### src/rtl/hc4e_pkg.sv
// Shared HC4e definitions: ALU op codes and nibble sequencer state encodings.
package hc4e_pkg;

  localparam logic [2:0] ALU_ADD  = 3'b011;
  localparam logic [2:0] ALU_XOR  = 3'b100;
  localparam logic [2:0] ALU_PASS = 3'b111;

  typedef enum logic [1:0] {
    SEQ_IDLE = 2'd0,
    SEQ_RUN  = 2'd1,
    SEQ_DONE = 2'd2
  } seq_state_e;

endpackage

### src/rtl/nibble_seq_if.sv
// Request, result and ALU-side signals of the nibble sequencer.
interface nibble_seq_if #(
  parameter int unsigned NIBBLES = 2
);
  logic                   start_valid;
  logic                   start_ready;
  logic [2:0]             op_sel;
  logic [4*NIBBLES-1:0]   op_a;
  logic [4*NIBBLES-1:0]   op_b;
  logic                   carry_init;
  logic [3:0]             alu_a;
  logic [3:0]             alu_b;
  logic [2:0]             alu_sel;
  logic                   alu_cin;
  logic [3:0]             alu_out;
  logic                   alu_cout;
  logic                   res_valid;
  logic                   res_ready;
  logic [4*NIBBLES-1:0]   result;
  logic                   res_carry;
  logic                   res_zero;

  modport master (
    input  start_valid, op_sel, op_a, op_b, carry_init, alu_out, alu_cout, res_ready,
    output start_ready, alu_a, alu_b, alu_sel, alu_cin, res_valid, result, res_carry, res_zero
  );

  modport slave (
    output start_valid, op_sel, op_a, op_b, carry_init, alu_out, alu_cout, res_ready,
    input  start_ready, alu_a, alu_b, alu_sel, alu_cin, res_valid, result, res_carry, res_zero
  );
endinterface

### src/rtl/nibble_seq.sv
// Issues a 4*NIBBLES-bit operation to a 4-bit ALU one nibble per cycle, LSB first,
// chaining carry between nibbles and returning the assembled result.
module nibble_seq
  import hc4e_pkg::*;
#(
  parameter int unsigned NIBBLES = 2
) (
  input  logic           clk,
  input  logic           rst_n,
  nibble_seq_if.master   bus
);

  localparam int unsigned W  = 4 * NIBBLES;
  localparam int unsigned IW = (NIBBLES > 1) ? $clog2(NIBBLES) : 1;
  localparam logic [IW-1:0] LAST = IW'(NIBBLES - 1);

  seq_state_e    state, state_nx;
  logic [IW-1:0] idx;
  logic          carry_q;
  logic [W-1:0]  result_q;
  logic [W-1:0]  a_q;
  logic [W-1:0]  b_q;
  logic [2:0]    sel_q;
  logic          cinit_q;

  always_ff @(posedge clk or negedge rst_n) begin
    if (!rst_n) state <= SEQ_IDLE;
    else        state <= state_nx;
  end

  always_comb begin
    state_nx = state;
    unique case (state)
      SEQ_IDLE: if (bus.start_valid) state_nx = SEQ_RUN;
      SEQ_RUN:  if (idx == LAST)     state_nx = SEQ_DONE;
      SEQ_DONE: if (bus.res_ready)   state_nx = SEQ_IDLE;
      default:                       state_nx = SEQ_IDLE;
    endcase
  end

  always_ff @(posedge clk or negedge rst_n) begin
    if (!rst_n) begin
      idx      <= '0;
      carry_q  <= 1'b0;
      result_q <= '0;
      a_q      <= '0;
      b_q      <= '0;
      sel_q    <= '0;
      cinit_q  <= 1'b0;
    end else begin
      unique case (state)
        SEQ_IDLE: begin
          if (bus.start_valid) begin
            a_q      <= bus.op_a;
            b_q      <= bus.op_b;
            sel_q    <= bus.op_sel;
            cinit_q  <= bus.carry_init;
            result_q <= '0;
            idx      <= '0;
          end
        end
        SEQ_RUN: begin
          result_q[{idx, 2'b00} +: 4] <= bus.alu_out;
          carry_q                     <= bus.alu_cout;
          if (idx != LAST) idx <= idx + IW'(1);
        end
        default: ;
      endcase
    end
  end

  // ALU inputs are only live in RUN so an idle ALU sees constant zeros.
  always_comb begin
    bus.alu_a   = '0;
    bus.alu_b   = '0;
    bus.alu_sel = '0;
    bus.alu_cin = 1'b0;
    if (state == SEQ_RUN) begin
      bus.alu_a   = a_q[{idx, 2'b00} +: 4];
      bus.alu_b   = b_q[{idx, 2'b00} +: 4];
      bus.alu_sel = sel_q;
      bus.alu_cin = (idx == '0) ? cinit_q : carry_q;
    end
  end

  always_comb begin
    bus.start_ready = (state == SEQ_IDLE);
    bus.res_valid   = (state == SEQ_DONE);
    bus.result      = result_q;
    bus.res_carry   = carry_q;
    bus.res_zero    = (result_q == '0);
  end

endmodule

### src/flat_wrapper.sv
// flat-port wrapper written by rule: the top's interface ports become plain ports
module nibble_seq_flat import hc4e_pkg::*;
#(
  parameter int unsigned NIBBLES = 2
)
  (clk, rst_n, bus_start_valid, bus_op_sel, bus_op_a, bus_op_b, bus_carry_init, bus_alu_out, bus_alu_cout, bus_res_ready, bus_start_ready, bus_alu_a, bus_alu_b, bus_alu_sel, bus_alu_cin, bus_res_valid, bus_result, bus_res_carry, bus_res_zero);
  nibble_seq_if #(.NIBBLES(NIBBLES)) bus_i ();
  input  logic clk;
  input  logic rst_n;
  input wire logic [$bits(bus_i.start_valid)-1:0] bus_start_valid;
  input wire logic [$bits(bus_i.op_sel)-1:0] bus_op_sel;
  input wire logic [$bits(bus_i.op_a)-1:0] bus_op_a;
  input wire logic [$bits(bus_i.op_b)-1:0] bus_op_b;
  input wire logic [$bits(bus_i.carry_init)-1:0] bus_carry_init;
  input wire logic [$bits(bus_i.alu_out)-1:0] bus_alu_out;
  input wire logic [$bits(bus_i.alu_cout)-1:0] bus_alu_cout;
  input wire logic [$bits(bus_i.res_ready)-1:0] bus_res_ready;
  output wire logic [$bits(bus_i.start_ready)-1:0] bus_start_ready;
  output wire logic [$bits(bus_i.alu_a)-1:0] bus_alu_a;
  output wire logic [$bits(bus_i.alu_b)-1:0] bus_alu_b;
  output wire logic [$bits(bus_i.alu_sel)-1:0] bus_alu_sel;
  output wire logic [$bits(bus_i.alu_cin)-1:0] bus_alu_cin;
  output wire logic [$bits(bus_i.res_valid)-1:0] bus_res_valid;
  output wire logic [$bits(bus_i.result)-1:0] bus_result;
  output wire logic [$bits(bus_i.res_carry)-1:0] bus_res_carry;
  output wire logic [$bits(bus_i.res_zero)-1:0] bus_res_zero;
  assign bus_i.start_valid = bus_start_valid;
  assign bus_i.op_sel = bus_op_sel;
  assign bus_i.op_a = bus_op_a;
  assign bus_i.op_b = bus_op_b;
  assign bus_i.carry_init = bus_carry_init;
  assign bus_i.alu_out = bus_alu_out;
  assign bus_i.alu_cout = bus_alu_cout;
  assign bus_i.res_ready = bus_res_ready;
  assign bus_start_ready = bus_i.start_ready;
  assign bus_alu_a = bus_i.alu_a;
  assign bus_alu_b = bus_i.alu_b;
  assign bus_alu_sel = bus_i.alu_sel;
  assign bus_alu_cin = bus_i.alu_cin;
  assign bus_res_valid = bus_i.res_valid;
  assign bus_result = bus_i.result;
  assign bus_res_carry = bus_i.res_carry;
  assign bus_res_zero = bus_i.res_zero;
  nibble_seq #(.NIBBLES(NIBBLES)) u_core (.clk(clk), .rst_n(rst_n), .bus(bus_i));
endmodule
### config.mk
export PLATFORM = sky130hd
export DESIGN_NAME = nibble_seq_flat
export DESIGN_NICKNAME = d
export VERILOG_FILES = /design/src/rtl/hc4e_pkg.sv /design/src/rtl/nibble_seq_if.sv /design/src/rtl/nibble_seq.sv /design/src/flat_wrapper.sv
export SDC_FILE = /design/constraint.sdc
export NUM_CORES = 1
export LEC_CHECK = 0
export CAP_MARGIN = 40
export CORE_MARGIN = 2
export CORE_UTILIZATION = 37
export DETAILED_ROUTE_END_ITERATION = 7
export PLACE_DENSITY = 0.7
export SYNTH_ARGS = -nofsm -noshare
export SYNTH_HDL_FRONTEND = slang
export SYNTH_SLANG_ARGS = --single-unit
### constraint.sdc
create_clock -name clk -period 1.3 [get_ports clk]
set_input_delay 0.13 -clock clk [delete_from_list [all_inputs] [get_ports clk]]
set_output_delay 0.13 -clock clk [all_outputs]
set_load 0.01 [all_outputs]
==> impl_metrics.csv, run 1 <==
group,metric,value,unit
final_layout,final.fill_count,269,
sta,max_freq,636.1,MHz
detailed_routing,via_per_inst,4.945,
clock_tree,ctsHoldBuffers,0,
yosys,synth_common_cells,"dfrtp_1 (32), mux2_4 (20), a22o_1 (13)",
worst_setup_path,critPathCaptureType,"output pin",
pwr,peakVddDrop,1.271,mV
global_routing,grt_overflow,0,
yosys,async_flop_share,100.0,%
global_routing,grt_use_total,19.06,%
yosys,synth.ff_latch_count,32,
yosys,yosys.area.top_type,"dfrtp_1",
worst_setup_path,cp_slowest_stage_delay,0.54,ns
worst_setup_path,arrival,1.44,ns
sta,setup_tns,-6.324,ns
sta,final_max_slew_viol_count,0,
worst_setup_path,reg2reg_from,"u_core.state[0]",
final_layout,finalNonFillerCells,253,
sta,rsz0062_at_grt,"yes",
clock_tree,cts_sinks,32,
status,violations,"setup timing",
yosys,syn_area,1530,sq um
detailed_routing,via_count,1251,
floorplan,dieArea,4666,sq um
final_layout,n_antenna_cell,0,
sta,setup_viol,42,
floorplan,core,4000,sq um
clock_tree,cts-root-buf,"clkbuf_8",
sta,hold_violations,0,
floorplan,die_height,68.31,um
final_layout,multi_input_area,853.3,sq um
sta,slew-limit-headroom,83.85,%
place,place_inst,226,
yosys,synth_area_leaders,"dfrtp_1 (52%), mux2_4 (20%), a22o_1 (7.4%), mux2i_1 (5.9%), nor2_1 (2.7%)",
sta,period_share,120.9,%
detailed_routing,drc_errors,0,
worst_setup_path,start_kind,"flip-flop",
clock_tree,clock_latency,0.28,ns
floorplan,die_x,68.31,um
worst_setup_path,slowest_stage,"or4_4",
detailed_routing,drt_wl_total,4289,um
final_layout,final_core_util,69.25,%
job,maxCapViolCount,0,
global_routing,grt_pass1_wl,6272,um
yosys,synth_flop_cell,"dfrtp_1",
yosys,synth_cells,111,
worst_setup_path,reg2reg_slack,-0.21,ns
global_routing,grt_antenna_before_repair,0,
status,status,"finished with violations",
final_layout,area_growth,81.03,%
worst_setup_path,critPathMaxFanout,2,
sta,fin_crit,1.572,ns
worst_setup_path,r2r_end,"u_core.a_q[0]",
place,placed_area,2247,sq um
worst_setup_path,path_cells,"or4_4, nor2_2, buf_2",
worst_setup_path,required,1.17,ns
global_routing,grt_pass1_vias,1269,
yosys,synth_edf_count,0,
final_layout,nets,231,
min_path,hp-class,"in2async",
yosys,synth_fp_nets,140,
yosys,ys_seq_area_share,52.33,%
clock_tree,clkTransAtPathRegs,0.06,ns
place,place.gp.congestion,0.7410,
sta,postLayoutSetupSlackWorst,-0.2721,ns
yosys,yosysMostFrequentCell,"dfrtp_1",
final_layout,stdcell_area,2770,sq um
clock_tree,cts_tree,"done",
worst_setup_path,worstRegToRegCells,5,
yosys,yosysUniqueCellTypes,18,
place,port_buffers,52,
sta,whs,0.2063,ns
clock_tree,htree_levels,2,
pwr,power.density,2505,nW/um^2
clock_tree,cts_inserted_buffers,5,
place,dp_hpwl,2570,um
detailed_routing,routedWlPerCell,16.95,um
yosys,yosys_warnings,0,
global_routing,grt_max_degree,33,
yosys,synth.avg_cell_area,13.79,sq um
final_layout,drive_gt1_share,52.71,%
final_layout,seq_area,802.0,sq um
detailed_routing,drt_pass1_iterations,4,
sta,tightestPinTransition,0.2420,ns
sta,skew,0.005852,ns
pwr,power.total,6.940,mW
clock_tree,cts_buffer_depth,2,
place,pre_cts_ws,-0.3714,ns
yosys,yosysTopAreaCellShare,52.33,%
worst_setup_path,path_class,"reg2out",
floorplan,start_util,38.25,%
detailed_routing,ant_nets,0,
floorplan,io-pin-count,53,
pwr,power_leakage,1.300,nW
detailed_routing,drt_first_iter_violations,36,
floorplan,rows,23,
==> report_power, final <==
part,switching [mW],total [mW],internal [mW],leakage (nW)
Clock,0.337,0.768,0.431,0.0455
Sequential,0.394,1.85,1.46,0.388
Combinational,1.63,4.32,2.69,0.867
Total,2.36,6.94,4.58,1.30
==> state kept, by name, indices dropped and copies added, names as in the netlist <==
register / flops
u_core.a_q: 8
u_core.b_q: 8
u_core.bus.res_carry: 1
u_core.bus.result: 8
u_core.cinit_q: 1
u_core.idx: 1
u_core.sel_q: 3
u_core.state: 2
==> timing repair <==
action                                 CTS  global route
pin swaps                               10            10
resized for setup                       92            51
gates cloned                             3             1
endpoints found under the hold margin    0             0
setup buffers                            9            10
setup endpoints to repair               53            44
==> worst max path at each step <==
stage / startpoint / end / slack [ns] / cells after the start
6_report: u_core.bus.result[7] / bus_res_zero / -0.27 / 3
3_5_place_dp: u_core.bus.result[5] / bus_res_zero / -0.37 / 3
2_1_floorplan: u_core.state[1] / u_core.a_q[0] / -0.04 / 3
4_1_cts: u_core.bus.result[2] / bus_res_zero / -0.26 / 3
3_3_place_gp: u_core.bus.result[5] / bus_res_zero / -0.35 / 3
5_1_grt: u_core.bus.result[7] / bus_res_zero / -0.33 / 3
==> area by class of cell <==
type	count	area share [%]
clock buffers	8	3.252
repair buffers	89	34.33
multi-input cells	71	30.80
well taps	50	2.258
flip-flops and latches	32	28.95
inverters	3	0.4065
==> layout by cell type, fill, tap and decap left out <==
cell type / count
a22o_1: 13
and2_1: 2
and2_4: 1
buf_12: 7
buf_16: 1
buf_2: 7
buf_4: 14
buf_6: 18
buf_8: 4
clkbuf_1: 2
clkbuf_16: 1
clkbuf_2: 1
clkbuf_8: 6
clkdlybuf4s50_1: 28
dfrtp_1: 31
dfrtp_2: 1
dlygate4sd2_1: 8
inv_1: 2
inv_2: 1
mux2_4: 20
mux2i_1: 3
mux2i_4: 6
nand2_1: 3
nand2b_4: 1
nor2_1: 1
nor2_2: 4
nor2_4: 7
nor2b_1: 1
nor2b_4: 3
nor3b_4: 2
o21ai_0: 1
o21bai_2: 1
or4_1: 1
or4_4: 1
==> routing by layer <==
metal,up-vias,track usage [%],routed length [um]
met4,0,5.000,51
met1,623,23.38,1780
met2,45,32.28,2178
li1,577,-,-
met5,-,0,0
met3,6,6.086,278
==> kinds of logic (layout without fill, tap and decap cells) <==
logic type	Yosys count	count (layout)	synth area share (%)
compound gates	15	15	8.258
flops	32	32	52.33
simple gates	27	27	10.55
buf+inv	8	100	3.352
mux	29	29	25.51
==> critical path, delay by kind of cell (launching register included) <==
family                 cells  cell delay [ns]
AND/OR/NAND/NOR            2             0.65
buffers and inverters      1             0.13
flip-flops                 1             0.38
Power figures use the tool's default switching activity.
==> inputs of run 2 (changes only) <==
--- a/config.mk
+++ b/config.mk
@@ -13,3 +13,4 @@
 export SYNTH_ARGS = -nofsm -noshare
 export SYNTH_HDL_FRONTEND = slang
 export SYNTH_SLANG_ARGS = --single-unit
+export TNS_END_PERCENT = 20
==> run 2 against run 1 <==
The flow still finishes with violations (setup timing). Cell area fell by 11%. Largest cell class is now flip-flops and latches. Worst setup slack got worse by 0.0046 ns. Hold slack got worse by 0.0015 ns. Flip-flop and latch count did not move. Combinational power fell by 23%. Fmax fell by 0.29%. Highest routed layer unchanged. Final cell count fell by 3.6%. Clock power rose by 0.5%.
==> impl_metrics.csv, run 2 (synthesized netlist as in run 1, its figures left out) <==
group,metric,value,unit
final_layout,final_cell_mix,"dfrtp_1 (31), clkdlybuf4s50_1 (28), mux2_4 (20)",
place,dp_hpwl,2570,um
sta,skew,0.005709,ns
final_layout,final_common_cell,"dfrtp_1",
final_layout,n_antenna_cell,0,
sta,max_freq,634.2,MHz
floorplan,rows,23,
pwr,power.density,2356,nW/um^2
clock_tree,cts_inserted_buffers,5,
pwr,seqPwrFrac,30.0,%
sta,rsz0062_at_grt,"yes",
floorplan,start_util,38.25,%
status,status,"finished with violations",
floorplan,die_x,68.31,um
detailed_routing,ant_nets,0,
global_routing,grt_overflow,0,
worst_setup_path,required,1.17,ns
worst_setup_path,critPathMaxFanout,2,
sta,whs,0.2048,ns
sta,slew-limit-headroom,79.30,%
detailed_routing,drt_wl_total,3912,um
detailed_routing,wl_met2,1956,um
job,maxCapViolCount,0,
global_routing,grt_max_degree,33,
pwr,p_comb_share,56.8,%
global_routing,grt_use_total,17.66,%
floorplan,dieArea,4666,sq um
place,placed_area,2247,sq um
pwr,power.share.clock,13.2,%
pwr,switchingPower,1.951,mW
clock_tree,cts_sinks,32,
clock_tree,cts_buffer_depth,2,
detailed_routing,highest-signal-layer,"met4",
detailed_routing,routedWlPerCell,16.03,um
worst_setup_path,path_class,"reg2out",
detailed_routing,drt_pass1_iterations,4,
final_layout,drive_gt1_share,45.88,%
min_path,hp-class,"in2async",
detailed_routing,wl_met1,1603,um
global_routing,grt_pass1_wl,5899,um
detailed_routing,via_per_inst,4.910,
pwr,switching_share,33.42,%
global_routing,grt_antenna_before_repair,0,
pwr,power_leakage,1.219,nW
clock_tree,clkTransAtPathRegs,0.06,ns
clock_tree,cts_tree,"done",
worst_setup_path,start_kind,"flip-flop",
sta,hold_violations,0,
final_layout,area_growth,61.90,%
sta,setup_viol,43,
detailed_routing,drc_errors,0,
place,place.gp.congestion,0.7410,
place,port_buffers,52,
clock_tree,cts-root-buf,"clkbuf_8",
place,pre_cts_ws,-0.3714,ns
detailed_routing,via_count,1198,
pwr,p_int,3.886,mW
floorplan,io-pin-count,53,
worst_setup_path,critPathCaptureType,"output pin",
floorplan,die_height,68.31,um
global_routing,grt_pass1_vias,1232,
detailed_routing,met3_length,278,um
clock_tree,clock_latency,0.28,ns
status,violations,"setup timing",
sta,period_share,121.3,%
pwr,peakVddDrop,1.041,mV
detailed_routing,drt_first_iter_violations,40,
floorplan,core,4000,sq um
sta,postLayoutSetupSlackWorst,-0.2767,ns
clock_tree,htree_levels,2,
worst_setup_path,arrival,1.45,ns
final_layout,final_core_util,61.93,%
final_layout,nets,222,
sta,fin_crit,1.577,ns
final_layout,stdcell_area,2477,sq um
sta,final_max_slew_viol_count,0,
sta,tightestPinTransition,0.3099,ns
## run 2: worst max-delay path: stages (launching register included)
cell,delay [ns]
dfrtp_1,0.38
or4_4,0.54
nor2_2,0.11
buf_2,0.13
## run 2: path summary, 6_finish.rpt
path,from,end,slack (ns),cells past startpoint
worst max register to register,u_core.state[1],u_core.a_q[7],-0.22,5
max in group asynchronous,rst_n,u_core.a_q[1],0.92,2
worst min register to register,u_core.sel_q[1],u_core.sel_q[1],0.51,1
min in group clk,bus_alu_cout,u_core.bus.res_carry,0.40,3
worst max-delay path,u_core.bus.result[7],bus_res_zero,-0.28,3
worst min-delay path,rst_n,u_core.bus.result[6],0.20,2
## run 2: area by class of cell
cell class | count | area (sq um)
Clock buffer | 8 | 90.09
Fill cell | 307 | 1523
Inverter | 3 | 11.26
Multi-Input combinational cell | 71 | 735.7
Sequential cell | 32 | 802.0
Tap cell | 50 | 62.56
Timing Repair Buffer | 80 | 775.7
## run 2: per-layer routing
layer	global-route usage, %	vias to the layer above
met4	5.750	0
met3	6.086	11
li1	-	556
met5	0	-
met2	29.00	52
met1	21.70	579
## run 2: through the flow
| stage | setup TNS [ns] | power (mW) | cells |
|---|---|---|---|
| finish | -5.758 | 5.837 | 244 |
| global route | -7.387 | 6.183 | 244 |
| CTS | -5.752 | 5.462 | 238 |
| detailed placement | -9.073 | 4.671 | 226 |
| global placement | -8.977 | 4.587 | 226 |
| floorplan | -0.8377 | 3.372 | 111 |
## run 2: repair_timing
action | in CTS | in global routing
hold buffers | 0 | 0
resized for setup | 82 | 18
setup endpoints to repair | 53 | 43
buffers inserted | 3 | 4
cloned | 1 | 2
pin swaps | 9 | 8
## run 2: power by group through the flow
stage	Clock, mW	Combinational (mW)	Sequential [mW]
detailed placement	0	2.95	1.72
finish	0.772	3.31	1.75
global route	0.840	3.54	1.80
global placement	0	2.88	1.70
CTS	0.780	2.95	1.73
floorplan	0	1.62	1.75
